--- src/rtl/mux_rr_n_if.sv ---
// mux_rr_n_if: handshake bundle for mux_rr_n.
//   mode      : 0 = explicit select, 1 = round-robin
//   sel       : channel index used when mode = 0
//   in_data   : N packed channels, channel k in [k*WIDTH +: WIDTH]
//   in_valid  : per-channel valid
//   in_ready  : per-channel ready, at most one bit high
//   out_data  : registered selected word
//   out_ch    : registered index of the channel that supplied out_data
//   out_valid : output register holds a word
//   out_ready : downstream accepts the word
//   sel_err   : registered one-cycle pulse for an out-of-range sel in mode 0
// Modport slave is the mux side, master is the driver/consumer side.
interface mux_rr_n_if #(
  parameter int unsigned WIDTH = 32,
  parameter int unsigned N     = 4,
  parameter int unsigned SEL_W = 2
) ();

  logic                 mode;
  logic [SEL_W-1:0]     sel;
  logic [N*WIDTH-1:0]   in_data;
  logic [N-1:0]         in_valid;
  logic [N-1:0]         in_ready;
  logic [WIDTH-1:0]     out_data;
  logic [SEL_W-1:0]     out_ch;
  logic                 out_valid;
  logic                 out_ready;
  logic                 sel_err;

  modport slave (
    input  mode,
    input  sel,
    input  in_data,
    input  in_valid,
    output in_ready,
    output out_data,
    output out_ch,
    output out_valid,
    input  out_ready,
    output sel_err
  );

  modport master (
    output mode,
    output sel,
    output in_data,
    output in_valid,
    input  in_ready,
    input  out_data,
    input  out_ch,
    input  out_valid,
    output out_ready,
    input  sel_err
  );

endinterface

--- src/rtl/mux_rr_n.sv ---
// mux_rr_n: N-channel multiplexer with a single-entry registered output.
// Arbitration is either an explicit channel select (mode = 0) or round-robin
// starting from an internal pointer (mode = 1).
// Ports:
//   clk : rising-edge clock
//   rst : synchronous active-high reset
//   bus : mux_rr_n_if slave modport (see interface file for signal list)
module mux_rr_n #(
  parameter int unsigned WIDTH = 32,
  parameter int unsigned N     = 4,
  parameter int unsigned SEL_W = 2
) (
  input logic          clk,
  input logic          rst,
  mux_rr_n_if.slave    bus
);

  logic [WIDTH-1:0] out_data_q, out_data_d;
  logic [SEL_W-1:0] out_ch_q, out_ch_d;
  logic             out_valid_q, out_valid_d;
  logic [SEL_W-1:0] ptr_q, ptr_d;
  logic             sel_err_q, sel_err_d;

  logic             sel_ok;
  logic             load;
  logic             grant_vld;
  logic [SEL_W-1:0] grant_idx;
  logic [N-1:0]     in_ready;
  logic             xfer;
  logic [WIDTH-1:0] grant_data;

  // Widen by one bit so N = 2**SEL_W still compares correctly.
  assign sel_ok = ({1'b0, bus.sel} < (SEL_W+1)'(N));

  // Output register accepts a new word when empty or being drained.
  assign load = !out_valid_q || bus.out_ready;

  // Grant selection. Round-robin rotates the valids so that bit i of rot is
  // channel (ptr + i) mod N; only the first N rotated bits are searched, so
  // indices >= N never appear.
  always_comb begin
    logic [2*N-1:0] rot;
    logic [SEL_W:0] sum;
    grant_vld = 1'b0;
    grant_idx = '0;
    rot       = {bus.in_valid, bus.in_valid} >> ptr_q;
    sum       = '0;
    if (!bus.mode) begin
      grant_vld = sel_ok;
      grant_idx = bus.sel;
    end else begin
      for (int unsigned i = 0; i < N; i++) begin
        if (!grant_vld && rot[i]) begin
          sum = {1'b0, ptr_q} + (SEL_W+1)'(i);
          if (sum >= (SEL_W+1)'(N)) begin
            sum = sum - (SEL_W+1)'(N);
          end
          grant_vld = 1'b1;
          grant_idx = sum[SEL_W-1:0];
        end
      end
    end
  end

  // Ready only to the granted channel, only when the output can load.
  always_comb begin
    in_ready = '0;
    for (int unsigned i = 0; i < N; i++) begin
      in_ready[i] = grant_vld && load && !rst && (grant_idx == SEL_W'(i));
    end
  end

  assign xfer = |(bus.in_valid & in_ready);

  always_comb begin
    grant_data = '0;
    for (int unsigned i = 0; i < N; i++) begin
      if (grant_idx == SEL_W'(i)) begin
        grant_data = bus.in_data[i*WIDTH +: WIDTH];
      end
    end
  end

  always_comb begin
    out_data_d  = out_data_q;
    out_ch_d    = out_ch_q;
    out_valid_d = out_valid_q;
    ptr_d       = ptr_q;
    sel_err_d   = !bus.mode && !sel_ok;

    if (xfer) begin
      out_data_d  = grant_data;
      out_ch_d    = grant_idx;
      out_valid_d = 1'b1;
    end else if (out_valid_q && bus.out_ready) begin
      out_valid_d = 1'b0;
    end

    // Pointer advances past the winner on round-robin transfers only.
    if (xfer && bus.mode) begin
      ptr_d = (grant_idx == SEL_W'(N - 1)) ? '0 : grant_idx + SEL_W'(1);
    end
  end

  always_ff @(posedge clk) begin
    if (rst) begin
      out_data_q  <= '0;
      out_ch_q    <= '0;
      out_valid_q <= 1'b0;
      ptr_q       <= '0;
      sel_err_q   <= 1'b0;
    end else begin
      out_data_q  <= out_data_d;
      out_ch_q    <= out_ch_d;
      out_valid_q <= out_valid_d;
      ptr_q       <= ptr_d;
      sel_err_q   <= sel_err_d;
    end
  end

  assign bus.in_ready  = in_ready;
  assign bus.out_data  = out_data_q;
  assign bus.out_ch    = out_ch_q;
  assign bus.out_valid = out_valid_q;
  assign bus.sel_err   = sel_err_q;

  a_ready_onehot: assert property (@(posedge clk) $onehot0(in_ready));

  a_ptr_range: assert property (@(posedge clk) disable iff (rst)
    ({1'b0, ptr_q} < (SEL_W+1)'(N)));

  a_stall_stable: assert property (@(posedge clk) disable iff (rst)
    (out_valid_q && !bus.out_ready) |=> ($stable(out_data_q) && $stable(out_ch_q)));

endmodule

--- src/flat_wrapper.sv ---
// flat-port wrapper written by rule: the top's interface ports become plain ports
module mux_rr_n_flat 
#(
  parameter int unsigned WIDTH = 32,
  parameter int unsigned N     = 4,
  parameter int unsigned SEL_W = 2
)
  (clk, rst, bus_mode, bus_sel, bus_in_data, bus_in_valid, bus_in_ready, bus_out_data, bus_out_ch, bus_out_valid, bus_out_ready, bus_sel_err);
  mux_rr_n_if #(.WIDTH(WIDTH), .N(N), .SEL_W(SEL_W)) bus_i ();
  input logic clk;
  input logic rst;
  input wire logic [$bits(bus_i.mode)-1:0] bus_mode;
  input wire logic [$bits(bus_i.sel)-1:0] bus_sel;
  input wire logic [$bits(bus_i.in_data)-1:0] bus_in_data;
  input wire logic [$bits(bus_i.in_valid)-1:0] bus_in_valid;
  output wire logic [$bits(bus_i.in_ready)-1:0] bus_in_ready;
  output wire logic [$bits(bus_i.out_data)-1:0] bus_out_data;
  output wire logic [$bits(bus_i.out_ch)-1:0] bus_out_ch;
  output wire logic [$bits(bus_i.out_valid)-1:0] bus_out_valid;
  input wire logic [$bits(bus_i.out_ready)-1:0] bus_out_ready;
  output wire logic [$bits(bus_i.sel_err)-1:0] bus_sel_err;
  assign bus_i.mode = bus_mode;
  assign bus_i.sel = bus_sel;
  assign bus_i.in_data = bus_in_data;
  assign bus_i.in_valid = bus_in_valid;
  assign bus_in_ready = bus_i.in_ready;
  assign bus_out_data = bus_i.out_data;
  assign bus_out_ch = bus_i.out_ch;
  assign bus_out_valid = bus_i.out_valid;
  assign bus_i.out_ready = bus_out_ready;
  assign bus_sel_err = bus_i.sel_err;
  mux_rr_n #(.WIDTH(WIDTH), .N(N), .SEL_W(SEL_W)) u_core (.clk(clk), .rst(rst), .bus(bus_i));
endmodule
--- config.mk ---
export PLATFORM = sky130hd
export DESIGN_NAME = mux_rr_n_flat
export DESIGN_NICKNAME = d
export VERILOG_FILES = /design/src/rtl/mux_rr_n_if.sv /design/src/rtl/mux_rr_n.sv /design/src/flat_wrapper.sv
export SDC_FILE = /design/constraint.sdc
export NUM_CORES = 1
export LEC_CHECK = 0
export ABC_AREA = 1
export CAP_MARGIN = 20
export CORE_ASPECT_RATIO = 1.4
export CORE_MARGIN = 2
export CORE_UTILIZATION = 40
export CTS_CLUSTER_SIZE = 8
export DETAILED_ROUTE_END_ITERATION = 10
export PLACE_DENSITY = 0.91
export SYNTH_ARGS = -nofsm -noshare
export SYNTH_HDL_FRONTEND = slang
export SYNTH_SLANG_ARGS = --single-unit
--- constraint.sdc ---
create_clock -name clk -period 5.8 [get_ports clk]
set_input_delay 1.16 -clock clk [delete_from_list [all_inputs] [get_ports clk]]
set_output_delay 1.16 -clock clk [all_outputs]
set_load 0.005 [all_outputs]
======== Word-level counts from Yosys, hierarchy flattened ========
Index checks and enable logic that the tools add are counted.
word-level totals
  memory bits (writable) .................. 0
  logic and storage cells ................. 65
  bits in registers ....................... 37
  memories kept ........................... 0
  memory bits (read-only) ................. 0
  bits of input ports ..................... 138
  bits in latches ......................... 0
  output and inout port bits .............. 40
operators by class
  order comparisons ....................... 4
  shifts and indexed selects .............. 1
  muxes and demuxes ....................... 24
  multiply operators ...................... 0
  eq/ne operators ......................... 3
  div/mod/pow operators ................... 0
  add/subtract/negate cells ............... 8
  reduce and logical (&&, ||, !) cells .... 20
  bitwise logic cells ..................... 1
operator list
  operator             number
  $mux 32              4
  $mux 2               10
  $logic_and 1x1->1    11
  $mux 1               10
  $ge 3x3->1 const B   3
  $shr 8x2->4          1
  $sub 2x1->2 const B  4
  $add 2x2->3 const B  2
  $logic_not 1->1      5
  $and 4x4->4          1
  $eq 2x2->1 const B   2
  $reduce_or 4->1      1
  $add 2x1->3 const B  1
  $ge 2x3->1 const B   1
  $add 2x1->2 const B  1
  $eq 2x1->1 const B   1
  $logic_not 2->1      1
  $reduce_bool 2->1    1
  $logic_or 1x1->1     1

======== Longest topological paths before layout ========
Gate-level depths: netlist (run 1).
  depth after elaboration ................. 21
  depth in mapped cells ................... 22
  gate-level depth less buffers ........... 20

======== Least setup slack after synthesis (run 1) ========
Ideal clock, no wire load.
  path type ............................... in2out
  from .................................... input port bus_in_valid[2]
  to ...................................... output port bus_in_ready[3]
  arrival ................................. 3.068 ns
  data required time ...................... 4.640 ns
  stages on the path ...................... 14
  path slack .............................. 1.572 ns
  path buffers ............................ 2
  path through ............................ inv_1 > nand2_1 > nand3_1 > nand2_2 > nor2_4 > nand3_1 > nand3_1 > nand2_1 > a21boi_0 > ha_1 > clkbuf_1 > clkbuf_1 > inv_1 > nor2_1
between the ends
  elaborated cells on any way between the ends .. 24
  classes of those cells .................. eq/ne: 1; shift: 1; mux: 13; reduce/logical: 9
RTL lines
  element                        line                RTL
  start: declaration             flat_wrapper.sv:15  input wire logic [$bits(bus_i.in_valid)-1:0] bus_in_valid;
  $shr 8x2->4 *                  mux_rr_n.sv:46      rot = {bus.in_valid, bus.in_valid} >> ptr_q;
  $mux 1                         mux_rr_n.sv:53      if (!grant_vld && rot[i]) begin
  $mux 1                         mux_rr_n.sv:48      if (!bus.mode) begin
  $logic_not 1->1                mux_rr_n.sv:53
  $logic_and 1x1->1              mux_rr_n.sv:53
  $mux 1                         mux_rr_n.sv:53
  $mux 1                         mux_rr_n.sv:48
  $logic_not 1->1                mux_rr_n.sv:53
  [... 2 more ...]               --
  $mux 1                         mux_rr_n.sv:48
  $logic_not 1->1                mux_rr_n.sv:53
  $logic_and 1x1->1              mux_rr_n.sv:53
  $mux 2 *                       mux_rr_n.sv:53
  $mux 2 *                       mux_rr_n.sv:48
  named net u_core.grant_idx[0]  mux_rr_n.sv:27      logic [SEL_W-1:0] grant_idx;
  $eq 2x2->1 *                   mux_rr_n.sv:69      in_ready[i] = grant_vld && load && !rst && (grant_idx == SEL_W'(i));
  $logic_and 1x1->1 *            mux_rr_n.sv:69
  end: declaration               flat_wrapper.sv:16  output wire logic [$bits(bus_i.in_ready)-1:0] bus_in_ready;
Mark *: on every way through the listed nets, which the timed path passes. The rest lies on a longest branch. The select of a mux whose other input is x is not followed.

======== Worst setup path after layout (run 1) ========
  from .................................... input port bus_in_valid[3]
  to ...................................... output port bus_in_ready[1]
between the ends
  elaborated cells on any way between the ends .. 24
  classes of those cells .................. eq/ne: 1; shift: 1; mux: 13; reduce/logical: 9
RTL lines
  element                        line
  $shr 8x2->4 *                  mux_rr_n.sv:46
  $mux 1                         mux_rr_n.sv:53
  $mux 1                         mux_rr_n.sv:48
  $logic_not 1->1                mux_rr_n.sv:53
  $logic_and 1x1->1              mux_rr_n.sv:53
  $mux 1                         mux_rr_n.sv:53
  $mux 1                         mux_rr_n.sv:48
  $logic_not 1->1                mux_rr_n.sv:53
  [... 2 more ...]               --
  $mux 1                         mux_rr_n.sv:48
  $logic_not 1->1                mux_rr_n.sv:53
  $logic_and 1x1->1              mux_rr_n.sv:53
  $mux 2 *                       mux_rr_n.sv:53
  $mux 2 *                       mux_rr_n.sv:48
  named net u_core.grant_idx[0]  mux_rr_n.sv:27
  $eq 2x1->1 *                   mux_rr_n.sv:69
  $logic_and 1x1->1 *            mux_rr_n.sv:69
Marked as above.

==> results of run 1 <==
## flip-flops by register name, indices dropped and copies added, names as in the netlist
| signal | flops |
|---|---|
| u_core.bus.out_valid | 1 |
| u_core.ptr_q | 2 |
| u_core.bus.out_data | 32 |
| u_core.bus.out_ch | 2 |
## through the flow
step                hold slack [ps]  setup slack, ps  instance area, µm²  utilization, %  total power [mW]
CTS                           474.7            751.4                4643           67.37             1.178
floorplan                     466.7             1572                2806               -            0.6859
global route                  489.4            508.6                4643           67.37             1.260
detailed placement            461.8            755.5                4523           65.63            0.9414
finish                        472.9            687.4                4643           67.37             1.181
global placement              461.0            963.6                4523           65.63            0.9235
## synthesized netlist by cell type, types with 3 or more instances
master    count
dfxtp_1      37
nand3_1      41
nand4_1       4
a21oi_2       8
nand3_2       3
inv_1        19
o21ai_0      77
buf_6         7
ha_1          4
o21ai_1      15
nor2_1       66
clkbuf_1     27
a21oi_1      34
nand2_2      15
nand2_1      93
## logic make-up after synthesis
| family | after synthesis | share of synthesized area (%) |
|---|---|---|
| AO/OA/AOI/OAI | 135 | 25.23 |
| buffers and inverters | 58 | 10.52 |
| XOR/XNOR | 1 | 0.3121 |
| AND/OR/NAND/NOR | 226 | 35.62 |
| other | 1 | 0.1336 |
| flip-flops | 37 | 26.39 |
| adder cells (fa/ha/maj) | 4 | 1.783 |
## per-layer routing
| metal | part of all wire [%] | up-vias | GRT usage (%) |
|---|---|---|---|
| met5 | 0 | - | 0 |
| met4 | 3.4 | 0 | 10.99 |
| met3 | 5.1 | 26 | 4.790 |
| met2 | 53 | 163 | 48.94 |
| met1 | 38 | 1665 | 30.54 |
| li1 | - | 1825 | - |
## worst min-delay path by stage
stage                     cells after the start                                  from                                   end  slack (ps)
after CTS                                     2   u_core.bus.out_data[5]$_SDFFE_PP0P_   u_core.bus.out_data[5]$_SDFFE_PP0P_         470
after floorplan                               2     u_core.bus.out_ch[0]$_SDFFE_PP0P_     u_core.bus.out_ch[0]$_SDFFE_PP0P_         470
after global placement                        2  u_core.bus.out_data[26]$_SDFFE_PP0P_  u_core.bus.out_data[26]$_SDFFE_PP0P_         460
after global routing                          2  u_core.bus.out_data[18]$_SDFFE_PP0P_  u_core.bus.out_data[18]$_SDFFE_PP0P_         490
final                                         2   u_core.bus.out_data[5]$_SDFFE_PP0P_   u_core.bus.out_data[5]$_SDFFE_PP0P_         470
after detailed placement                      2   u_core.bus.out_data[5]$_SDFFE_PP0P_   u_core.bus.out_data[5]$_SDFFE_PP0P_         460
## worst register-to-register path: cells and delay by family, from the launching register on
| family | cells | cell delay, ps |
|---|---|---|
| buffers and inverters | 2 | 570 |
| adders and majority gates | 1 | 310 |
| DFF | 1 | 560 |
| AOI/OAI and AO/OA | 1 | 540 |
| and+or+nand+nor | 13 | 1750 |
## layout by cell type (no fill, tap or decap), types with 15 or more instances in the layout
master           instances
inv_1                   19
nand3_1                 41
a21oi_1                 34
dfxtp_1                 37
o21ai_0                 77
o21ai_1                 15
nand2_2                 15
clkdlybuf4s50_1        176
nand2_1                 93
nor2_1                  66
## power by group through the flow
stage               sequential (mW)  combinational, mW  clock [mW]
global placement              0.330              0.593           0
finish                        0.328              0.616       0.237
CTS                           0.327              0.611       0.240
detailed placement            0.333              0.609           0
floorplan                     0.331              0.355           0
global route                  0.332              0.677       0.252
## area by class of cell
cell class,instances,area share (%)
timing repair buffer,182,38.91
clock inverter,2,0.8084
sequential,37,15.95
clock buffer,6,1.778
multi-input combinational,367,38.18
tap,95,2.560
inverter,21,1.805
==> flow_metrics.env, run 1 <==
export IMPL_hpwl_um=7971
export IMPL_async_reset_ff_share_pct=0
export IMPL_gr_total_overflow=0
export IMPL_grt_pass1_vias=3507
export IMPL_period_share_pct=88.15
export IMPL_n_fill_cell=607
export IMPL_worstSetupStartpointType="input pin"
export IMPL_clock_latency_ps=290
export IMPL_synth_area_um2=2806
export IMPL_yosys_top_cells_area="dfxtp_1, o21ai_0, nand2_1, nor2_1, nand3_1"
export IMPL_setup_violations=0
export IMPL_grt_first_pass_wirelength_um=16200
export IMPL_gp_congestion=0.9141
export IMPL_rr_startpoint="u_core.ptr_q[0]$_SDFFE_PP0P_"
export IMPL_crit_type="in -> out"
export IMPL_diodes=0
export IMPL_antenna_found_initial=0
export IMPL_drc_errors=0
export IMPL_ys_seq_elements=37
export IMPL_synth_edf_count=0
export IMPL_setup_tns_ps=0
export IMPL_min_period_ps=5113
export IMPL_path_buf_inv=4
export IMPL_rsz0062_at_grt="false"
export IMPL_syn2layout_area_growth_pct=65.45
export IMPL_post_synth_num_cell_types=27
export IMPL_hold_viol=0
export IMPL_cp_slowest_cell="a21boi_0"
export IMPL_status="complete, no violations"
export IMPL_reg2reg_slack_ps=1970
export IMPL_pwr_share_seq_pct=27.7
export IMPL_switching_power_uw=455.0
export IMPL_min_path_type="reg -> reg"
export IMPL_hold_buffers=0
export IMPL_first_iter_violations=215
export IMPL_firstDrtPassIters=5
export IMPL_wl_um=10800
export IMPL_viasPerCell=5.182
export IMPL_die_h_um=103.1
export IMPL_multi_input_area_um2=1773
export IMPL_netlist_area_leader_share_pct=26.39
export IMPL_p_leak_nw=1.827
export IMPL_synth_top_flop_cell="dfxtp_1"
export IMPL_fmax_mhz=195.6
export IMPL_internal_power_uw=726.2
export IMPL_max_vdd_ir_drop_mv=0.1253
export IMPL_numPortBuffers=176
export IMPL_grt_max_degree=66
export IMPL_core_area_um2=6892
export IMPL_dp_cells=702
export IMPL_clock_path_buffers=2
export IMPL_synth_top_area_cell="dfxtp_1"
export IMPL_rr_endpoint="u_core.ptr_q[1]$_SDFFE_PP0P_"
export IMPL_synthesis_nets=604
export IMPL_synthCells=462
export IMPL_cp_required_ps=4640
export IMPL_wl_per_cell_um=15.21
export IMPL_vias=3679
export IMPL_ioPinCount=178
export IMPL_clkSlewWorstSetupHoldPaths_ps=80
export IMPL_fin_nets=756
export IMPL_cts_sinks=37
export IMPL_start_util_pct=40.72
export IMPL_sw_frac_of_total_pct=38.52
export IMPL_final_cells=710
export IMPL_htreeDepth=2
export IMPL_cts_buffers=5
export IMPL_cp_depth=14
export IMPL_row_count=36
export IMPL_end_kind="output port"
export IMPL_syn_avg_cell_area_um2=6.075
export IMPL_yosysSeqAreaShare_pct=26.39
export IMPL_drv_cap=0
export IMPL_grt_usage_pct=26.98
export IMPL_ant_nets=0
export IMPL_combPwrFrac_pct=52.2
export IMPL_skew_ps=6.261
export IMPL_max_slew_margin_rel_pct=47.63
export IMPL_cts_tree="built"
export IMPL_critPathCapture="bus_in_ready[1]"
export IMPL_ctsResizeCount=0
export IMPL_crit_path_start="bus_in_valid[3]"
export IMPL_cp_top_family="buffers and inverters"
export IMPL_cts_root_buf="clkbuf_8"
export IMPL_final_max_slew_viol_count=0
export IMPL_cp_max_fo=4
export IMPL_drive_above_1_share_pct=7.642
export IMPL_cp_cell_sequence="clkdlybuf4s50_1 -> inv_1 -> nand2_1 -> nand3_2 -> nand2_2 -> nor2_4 -> nand3_1 -> nand3_1 -> nand2_1 -> a21boi_0 -> ha_1 -> inv_1 -> nor2_1 -> clkdlybuf4s50_1"
export IMPL_ff2ff_path_depth=17
export IMPL_p_per_area_nw_per_um2=254.4
export IMPL_regArea_um2=740.7
export IMPL_ys_warnings_count=0
export IMPL_worst_pin_slew_ps=784.6
export IMPL_die_area_um2=7711
export IMPL_worst_path_largest_cell_delay_ps=540
export IMPL_die_w_um=74.79
export IMPL_cts_setup_buffers=0
export IMPL_pwr_share_clk_pct=20.1
export IMPL_arrival_ps=3950
(Power assumes the default switching activity.)
==> run 2: changes to the inputs <==
- CELL_PAD_IN_SITES_DETAIL_PLACEMENT: default -> 0
- CELL_PAD_IN_SITES_GLOBAL_PLACEMENT: default -> 1
- CORE_UTILIZATION: 40 -> 25
- PLACE_DENSITY: 0.91 -> 0.89
==> run 2 against run 1 <==
Register-to-register slack better by 140 ps. Clock skew grew 1.6 ps. Via count is 2.5% lower. Global-route usage down 9.8 points. Flip-flop and latch count is the same. Combinational power fell by 2%. First-iteration DRC count decreased by 29%. Wire length shrank 0.69%. Sequential share of layout area decreased by 0.32 points. Die area increased by 57%. Cell area rose by 2.0%. Hold slack got worse by 3.1 ps. Largest cell class unchanged.
==> flow_metrics.env, run 2 (same netlist as run 1, synthesis figures left out) <==
export IMPL_layout_common_cells="clkdlybuf4s50_1, nand2_1, o21ai_0, nor2_1, nand3_1"
export IMPL_setup_violations=0
export IMPL_vias=3588
export IMPL_clkSlewWorstSetupHoldPaths_ps=50
export IMPL_cts_setup_buffers=0
export IMPL_largest_reg_flops=32
export IMPL_max_vdd_ir_drop_mv=0.1036
export IMPL_cts_buffers=5
export IMPL_status="complete, no violations"
export IMPL_cts_sinks=37
export IMPL_ant_nets=0
export IMPL_final_cells=756
export IMPL_grt_usage_pct=17.14
export IMPL_grt_max_degree=66
export IMPL_firstDrtPassIters=4
export IMPL_start_util_pct=25.69
export IMPL_htreeDepth=2
export IMPL_n_fill_cell=1170
export IMPL_hold_buffers=0
export IMPL_min_period_ps=5027
export IMPL_drive_above_1_share_pct=7.642
export IMPL_diodes=0
export IMPL_skew_ps=7.818
export IMPL_cts_root_buf="clkbuf_16"
export IMPL_gp_congestion=0.7865
export IMPL_core_area_um2=10920
export IMPL_drc_errors=0
export IMPL_drv_cap=0
export IMPL_syn2layout_area_growth_pct=68.84
export IMPL_wl_um=10730
export IMPL_max_slew_margin_rel_pct=43.80
export IMPL_p_per_area_nw_per_um2=257.1
export IMPL_ioPinCount=178
export IMPL_grt_pass1_vias=3524
export IMPL_cts_tree="built"
export IMPL_grt_first_pass_wirelength_um=16390
export IMPL_ctsResizeCount=0
export IMPL_antenna_found_initial=0
export IMPL_utilization_pct=43.38
export IMPL_gr_total_overflow=0
export IMPL_fin_nets=756
export IMPL_cp_max_fo=4
export IMPL_hold_viol=0
export IMPL_min_path_type="reg -> reg"
export IMPL_worst_pin_slew_ps=842.1
export IMPL_clock_path_buffers=2
export IMPL_cp_required_ps=4640
export IMPL_final_max_slew_viol_count=0
export IMPL_die_h_um=129.4
export IMPL_clock_latency_ps=280
export IMPL_dp_cells=748
export IMPL_wl_per_cell_um=14.19
export IMPL_final_area_um2=4738
export IMPL_p_total_mw=1.218
export IMPL_placed_area_um2=4581
export IMPL_period_share_pct=86.67
export IMPL_hpwl_um=7646
export IMPL_worstSetupStartpointType="input pin"
export IMPL_place_ws_ps=805.3
export IMPL_end_kind="output port"
export IMPL_die_area_um2=12100
export IMPL_numPortBuffers=176
export IMPL_final_common_cell="clkdlybuf4s50_1"
export IMPL_die_w_um=93.55
export IMPL_crit_type="in -> out"
export IMPL_viasPerCell=4.746
export IMPL_whs_ps=469.8
export IMPL_arrival_ps=3870
export IMPL_first_iter_violations=152
export IMPL_fmax_mhz=198.9
export IMPL_p_leak_nw=1.849
export IMPL_row_count=45
export IMPL_rsz0062_at_grt="false"
export IMPL_timing_final_ws_setup_ps=773.0
export IMPL_setup_tns_ps=0
[run 2: changes by cell type in the layout (fill, tap and decap cells not counted), sizes merged]
cell	change
clkinvlp	-1
clkbuf	+1
clkinv	+1
bufinv	-1
[run 2: area by class of cell]
cell class | count | area (µm²) | area share (%)
Sequential cell | 37 | 740.7 | 15.63
Clock inverter | 1 | 5.005 | 0.1056
Tap cell | 141 | 176.4 | 3.723
Timing Repair Buffer | 182 | 1807 | 38.13
Multi-Input combinational cell | 367 | 1773 | 37.42
Inverter | 21 | 83.83 | 1.769
Clock buffer | 7 | 152.6 | 3.222
[run 2: layer usage]
| metal | vias up | track usage, % | part of all wire [%] |
|---|---|---|---|
| met5 | - | 0 | 0 |
| met4 | 0 | 5.968 | 2.3 |
| met3 | 17 | 2.791 | 6.2 |
| met2 | 154 | 33.47 | 53 |
| met1 | 1589 | 18.32 | 39 |
| li1 | 1828 | - | - |
[run 2: critical path, stage by stage]
cell and delay [ps]:
clkdlybuf4s50_1 430, inv_1 100, nand2_1 90, nand3_2 110
nand2_2 70, nor2_4 130, nand3_1 120, nand3_1 90
nand2_1 60, a21boi_0 510, ha_2 300, inv_1 40
nor2_1 130, clkdlybuf4s50_1 520
[run 2: worst paths after layout]
kind | start | end | slack (ps) | cells after the start
worst max-delay path | bus_in_valid[3] | bus_in_ready[3] | 770 | 14
worst min-delay path | u_core.bus.out_data[23]$_SDFFE_PP0P_ | u_core.bus.out_data[23]$_SDFFE_PP0P_ | 470 | 2
worst min register to register | u_core.bus.out_data[23]$_SDFFE_PP0P_ | u_core.bus.out_data[23]$_SDFFE_PP0P_ | 470 | 2
worst max register to register | u_core.ptr_q[0]$_SDFFE_PP0P_ | u_core.ptr_q[0]$_SDFFE_PP0P_ | 2110 | 17
[run 2: power by group]
group | switching (mW) | leakage, nW | internal [mW]
registers | 0.0279 | 0.304 | 0.300
clock network | 0.103 | 0.0799 | 0.182
logic | 0.319 | 1.47 | 0.287
total | 0.450 | 1.85 | 0.768
==> run 3: changes to the inputs <==
- CORE_MARGIN: 2 -> 1
==> run 3 against run 2 <==
Worst setup slack improved by 130 ps. Flip-flop and latch count did not move. Clock skew barely moved. Final cell count did not move. Hold slack improved by 1.4 ps.
==> flow_metrics.env, run 3 (same netlist as run 1, synthesis figures left out) <==
export IMPL_status="complete, no violations"
export IMPL_grt_usage_pct=18.23
export IMPL_diodes=0
export IMPL_die_w_um=91.55
export IMPL_skew_ps=7.636
export IMPL_clock_path_buffers=2
export IMPL_drive_above_1_share_pct=7.642
export IMPL_wl_per_cell_um=13.97
export IMPL_core_area_um2=10870
export IMPL_timing_final_ws_setup_ps=906.9
export IMPL_htreeDepth=2
export IMPL_hold_buffers=0
export IMPL_numPortBuffers=176
export IMPL_min_period_ps=4893
export IMPL_grt_first_pass_wirelength_um=17040
export IMPL_row_count=45
export IMPL_worst_pin_slew_ps=840.9
export IMPL_die_h_um=127.4
export IMPL_gp_congestion=0.8257
export IMPL_cts_sinks=37
export IMPL_crit_type="in -> out"
export IMPL_hold_viol=0
export IMPL_final_common_cell="clkdlybuf4s50_1"
export IMPL_final_max_slew_viol_count=0
export IMPL_gr_total_overflow=0
export IMPL_start_util_pct=25.83
export IMPL_period_share_pct=84.36
export IMPL_first_iter_violations=110
export IMPL_ctsResizeCount=0
export IMPL_p_total_mw=1.282
export IMPL_cp_cell_sequence="clkdlybuf4s50_1 -> inv_1 -> nand2_1 -> nand3_1 -> nand2_2 -> nor2_4 -> nand3_1 -> nand3_1 -> nand2_1 -> a21boi_0 -> inv_1 -> ha_1 -> inv_1 -> nor2_1 -> clkdlybuf4s50_1"
export IMPL_cp_required_ps=4640
export IMPL_setup_violations=0
export IMPL_firstDrtPassIters=6
export IMPL_antenna_found_initial=0
export IMPL_cp_max_fo=4
export IMPL_ant_nets=0
export IMPL_cts_setup_buffers=0
export IMPL_place_ws_ps=909.4
export IMPL_die_area_um2=11660
export IMPL_arrival_ps=3730
export IMPL_worstSetupStartpointType="input pin"
export IMPL_max_slew_margin_rel_pct=43.88
export IMPL_grt_pass1_vias=3632
export IMPL_syn2layout_area_growth_pct=70.00
export IMPL_largest_reg_flops=32
export IMPL_cp_slowest_cell="a21boi_0"
export IMPL_worst_path_largest_cell_delay_ps=440
export IMPL_drv_cap=0
export IMPL_vias=3604
export IMPL_p_per_area_nw_per_um2=268.7
export IMPL_grt_max_degree=66
export IMPL_cts_buffers=5
export IMPL_drc_errors=0
export IMPL_max_vdd_ir_drop_mv=0.1110
export IMPL_end_kind="output port"
export IMPL_clkSlewWorstSetupHoldPaths_ps=50
export IMPL_p_leak_nw=1.863
export IMPL_min_path_type="reg -> reg"
export IMPL_wl_um=10560
export IMPL_fin_nets=756
export IMPL_cts_tree="built"
export IMPL_hpwl_um=7622
export IMPL_fmax_mhz=204.4
export IMPL_setup_tns_ps=0
export IMPL_viasPerCell=4.767
export IMPL_rsz0062_at_grt="false"
export IMPL_clock_latency_ps=280
export IMPL_layout_common_cells="clkdlybuf4s50_1, nand2_1, o21ai_0, nor2_1, nand3_1"
export IMPL_cts_root_buf="clkbuf_16"
export IMPL_ioPinCount=178
==> run 3: final timing paths <==
path | from | endpoint | slack (ps) | depth (start not counted)
worst max-delay path | bus_in_valid[2] | bus_in_ready[2] | 910 | 15
worst min-delay path | u_core.bus.out_data[26]$_SDFFE_PP0P_ | u_core.bus.out_data[26]$_SDFFE_PP0P_ | 470 | 2
worst max register to register | u_core.ptr_q[0]$_SDFFE_PP0P_ | u_core.ptr_q[0]$_SDFFE_PP0P_ | 2120 | 17
worst min register to register | u_core.bus.out_data[26]$_SDFFE_PP0P_ | u_core.bus.out_data[26]$_SDFFE_PP0P_ | 470 | 2
==> run 3: worst max-delay path, delay by kind of cell <==
family,cells,cell delay [ps]
AOI/OAI and AO/OA,1,440
adders and majority gates,1,250
buffers and inverters,5,1190
and+or+nand+nor,8,700
==> run 3: report_power, final <==
| group | internal, mW | switching [mW] |
|---|---|---|
| logic | 0.287 | 0.320 |
| registers | 0.300 | 0.0285 |
| clock network | 0.245 | 0.102 |
| total | 0.832 | 0.450 |
==> run 3: cell type report <==
cell class                 count  area (µm²)
inverter                      21       83.83
clock buffer                   5       125.1
tap                          141       176.4
multi-input combinational    367        1773
sequential                    37       740.7
clock inverter                 3       65.06
fill                        1129        6096
timing repair buffer         182        1807
==> run 3: routing by layer <==
metal / vias up / part of all wire, % / track usage, %
li1: 1829 / - / -
met1: 1622 / 37 / 17.39
met5: - / 0 / 0
met2: 135 / 55 / 37.20
met3: 18 / 5.9 / 3.631
met4: 0 / 2.3 / 7.096
==> run 3: through the flow <==
step | hold WS (ps) | cells | utilization [%] | instance area [µm²]
finish | 471.2 | 756 | 43.90 | 4771
global route | 495.6 | 756 | 43.90 | 4771
CTS | 475.0 | 756 | 43.90 | 4771
detailed placement | 464.8 | 748 | 42.15 | 4581
global placement | 460.8 | 748 | 42.15 | 4581
floorplan | 466.7 | 462 | - | 2806
==> variant: new RTL, settings of run 1 <==
Take the reset off `out_data_q` and load it in a clocked block of its own.
--- a/src/rtl/mux_rr_n.sv
+++ b/src/rtl/mux_rr_n.sv
@@ -104,18 +104,20 @@
 
   always_ff @(posedge clk) begin
     if (rst) begin
-      out_data_q  <= '0;
       out_ch_q    <= '0;
       out_valid_q <= 1'b0;
       ptr_q       <= '0;
       sel_err_q   <= 1'b0;
     end else begin
-      out_data_q  <= out_data_d;
       out_ch_q    <= out_ch_d;
       out_valid_q <= out_valid_d;
       ptr_q       <= ptr_d;
       sel_err_q   <= sel_err_d;
     end
+  end
+
+  always_ff @(posedge clk) begin
+    out_data_q <= out_data_d;
   end
 
   assign bus.in_ready  = in_ready;
Function: differs if rst is asserted again (counterexample within 4 cycles, from zero or initial values and one cycle with rst high); with rst held inactive, the same outputs for 10 cycles.
==> variant against run 1 <==
Count of clock-buffer cells in the layout unchanged. Wire length decreased by 12%. Power decreased by 10%. Register-to-register slack improved by 0.23 ns. Final area decreased by 5.6%. Worst hold slack improved by 0.0038 ns. Combinational power decreased by 17%. Die area decreased by 9.9%. Highest routed layer unchanged. Utilization increased by 3.7 points. Critical endpoint unchanged. Synthesized area decreased by 10%. Cell count decreased by 26%. Worst setup slack improved by 0.31 ns. Sequential power increased by 17%. Sequential cell count unchanged.
==> variant: results (changes against run 1) <==
- Status: finished, final reports clean
- Worst Hold Launch: u_core.bus.out_ch[1]
- Final hold slack: 0.477 ns (+0.00378 ns)
- GRT Overall Usage: 0.262 (-0.00777)
- DR vias: 2865 (-22%)
- Layout cells sized above 1: 0.0861 (+0.00967)
- CP Max Fanout: 13 (+9)
- Top cell type's share of synthesized area: 0.382 (+0.118)
- Number of filler cells placed in the layout: 463 (-24%)
- Total CTS buffers: 5 (unchanged)
- RD Place Congestion: 0.857 (-6.3%)
- Syn Area/Cell: 8.73 um^2 (+44%)
- Syn nets: 430 (-29%)
- Vias in the first global route: 2918 (-17%)
- Drt wl/cell: 18.0 um (+18%)
- Top_reg_cell synth: edfxtp_1
- Largest net degree at the start of global routing: 66 (unchanged)
- Placed cell area: 4310 um^2 (-4.7%)
- Sequential area share after synthesis: 0.422 (+0.158)
- Setup Fix Bufs, Post-CTS: 0 (unchanged)
- Final non-filler cell total: 525 (-26%)
- Clk_lat worst skew: 0.28 ns
- Setup slack, reg-to-reg: 2.20 ns (+0.23 ns)
- Number of DRC markers in iteration 0: 182 (-15%)
- DR pass1 iterations: 4 (-1)
- CTS Buffer Depth: 2 (unchanged)
- Final #Nets: 595 (-21%)
- Worst path slowest cell: clkdlybuf4s50_1
- Synth top area cells: edfxtp_1 38%, a221oi_1 11%, o31ai_1 9.6%
- Hold path cells: 2 (unchanged)
- First-pass GRT wire length: 14300 um (-12%)
- R2R cell count: 15 (-2)
- Worst R2R End: u_core.bus.out_data[3]
- CP max stage delay: 0.51 ns (-0.03 ns)
- Crit path DAT: 3.64 ns (-0.31 ns)
- H-Tree Level Count: 2 (unchanged)
- Synth cell count leaders: 51 x nand2_1, 47 x nor2_1, 32 x a221oi_1, 32 x edfxtp_1, 32 x o31ai_1
- Number of enable flip-flop cells after synthesis: 32 (+32)
- Clock Skews: 0.00625 ns (-0.00000913 ns)
- Placed insts: 518 (-26%)
- Multi-input gate area: 1270 um^2 (-28%)
- Pre-CTS setup slack: 1.01 ns (+0.259 ns)
- Synth unique cells: 29 (+7.4%)
- Hold Path Sink: u_core.bus.out_ch[1]
- Max reg flops: 32 (unchanged)
- Post-CTS resize count: 0 (unchanged)
- Least-Margin Pin Slew: 0.663 ns (-0.121 ns)
- Leakage power total: 0.00162 uW (-12%)
- VDD IR max: 0.202 mV (+61%)
- Dpl hpwl: 7110 um (-11%)
==> variant: per-layer routing <==
layer / up-vias / global-route usage / part of all wire
met5: - / 0 / 0
met1: 1313 / 0.294 / 0.36
met3: 16 / 0.0650 / 0.10
li1: 1373 / - / -
met2: 163 / 0.461 / 0.51
met4: 0 / 0.119 / 0.024
==> variant: power breakdown <==
group          switching, uW  total [uW]  internal [uW]
clock                   86.0         167           81.0
sequential              19.4         385            366
combinational            251         511            260
==> variant: final cells by class <==
class                      count  share of cell area
tap                           72              0.0205
clock buffer                   6              0.0165
timing repair buffer         182               0.412
sequential                    37               0.242
inverter                      20              0.0183
multi-input combinational    207               0.290
clock inverter                 1            0.000856
==> variant: cells by family after synthesis <==
group | Yosys count | share of synthesized area
other | 1 | 0.00149
xor gates and xnor gates | 1 | 0.00348
AOI/OAI and AO/OA | 71 | 0.228
buffers and inverters | 44 | 0.0746
DFF | 37 | 0.422
and+or+nand+nor | 130 | 0.251
adders and majority gates | 4 | 0.0199
==> variant: critical path: cells and delay by family <==
kind | cells | cell delay (ns)
buffers and inverters | 5 | 1.31
AND/OR/NAND/NOR | 8 | 0.79
AO/OA/AOI/OAI | 1 | 0.20
adder cells (fa/ha/maj) | 1 | 0.19
==> variant: worst max-delay path by stage <==
stage	from	endpoint	slack [ns]	cells past startpoint
after detailed placement	bus_in_valid[2]	bus_in_ready[1]	1.01	15
after global routing	bus_in_valid[3]	bus_in_ready[1]	0.74	16
after global placement	bus_in_valid[2]	bus_in_ready[1]	1.10	15
after floorplan	bus_in_valid[2]	bus_in_ready[2]	1.73	15
after CTS	bus_in_valid[2]	bus_in_ready[1]	1.00	15
final	bus_in_valid[2]	bus_in_ready[1]	1.00	15
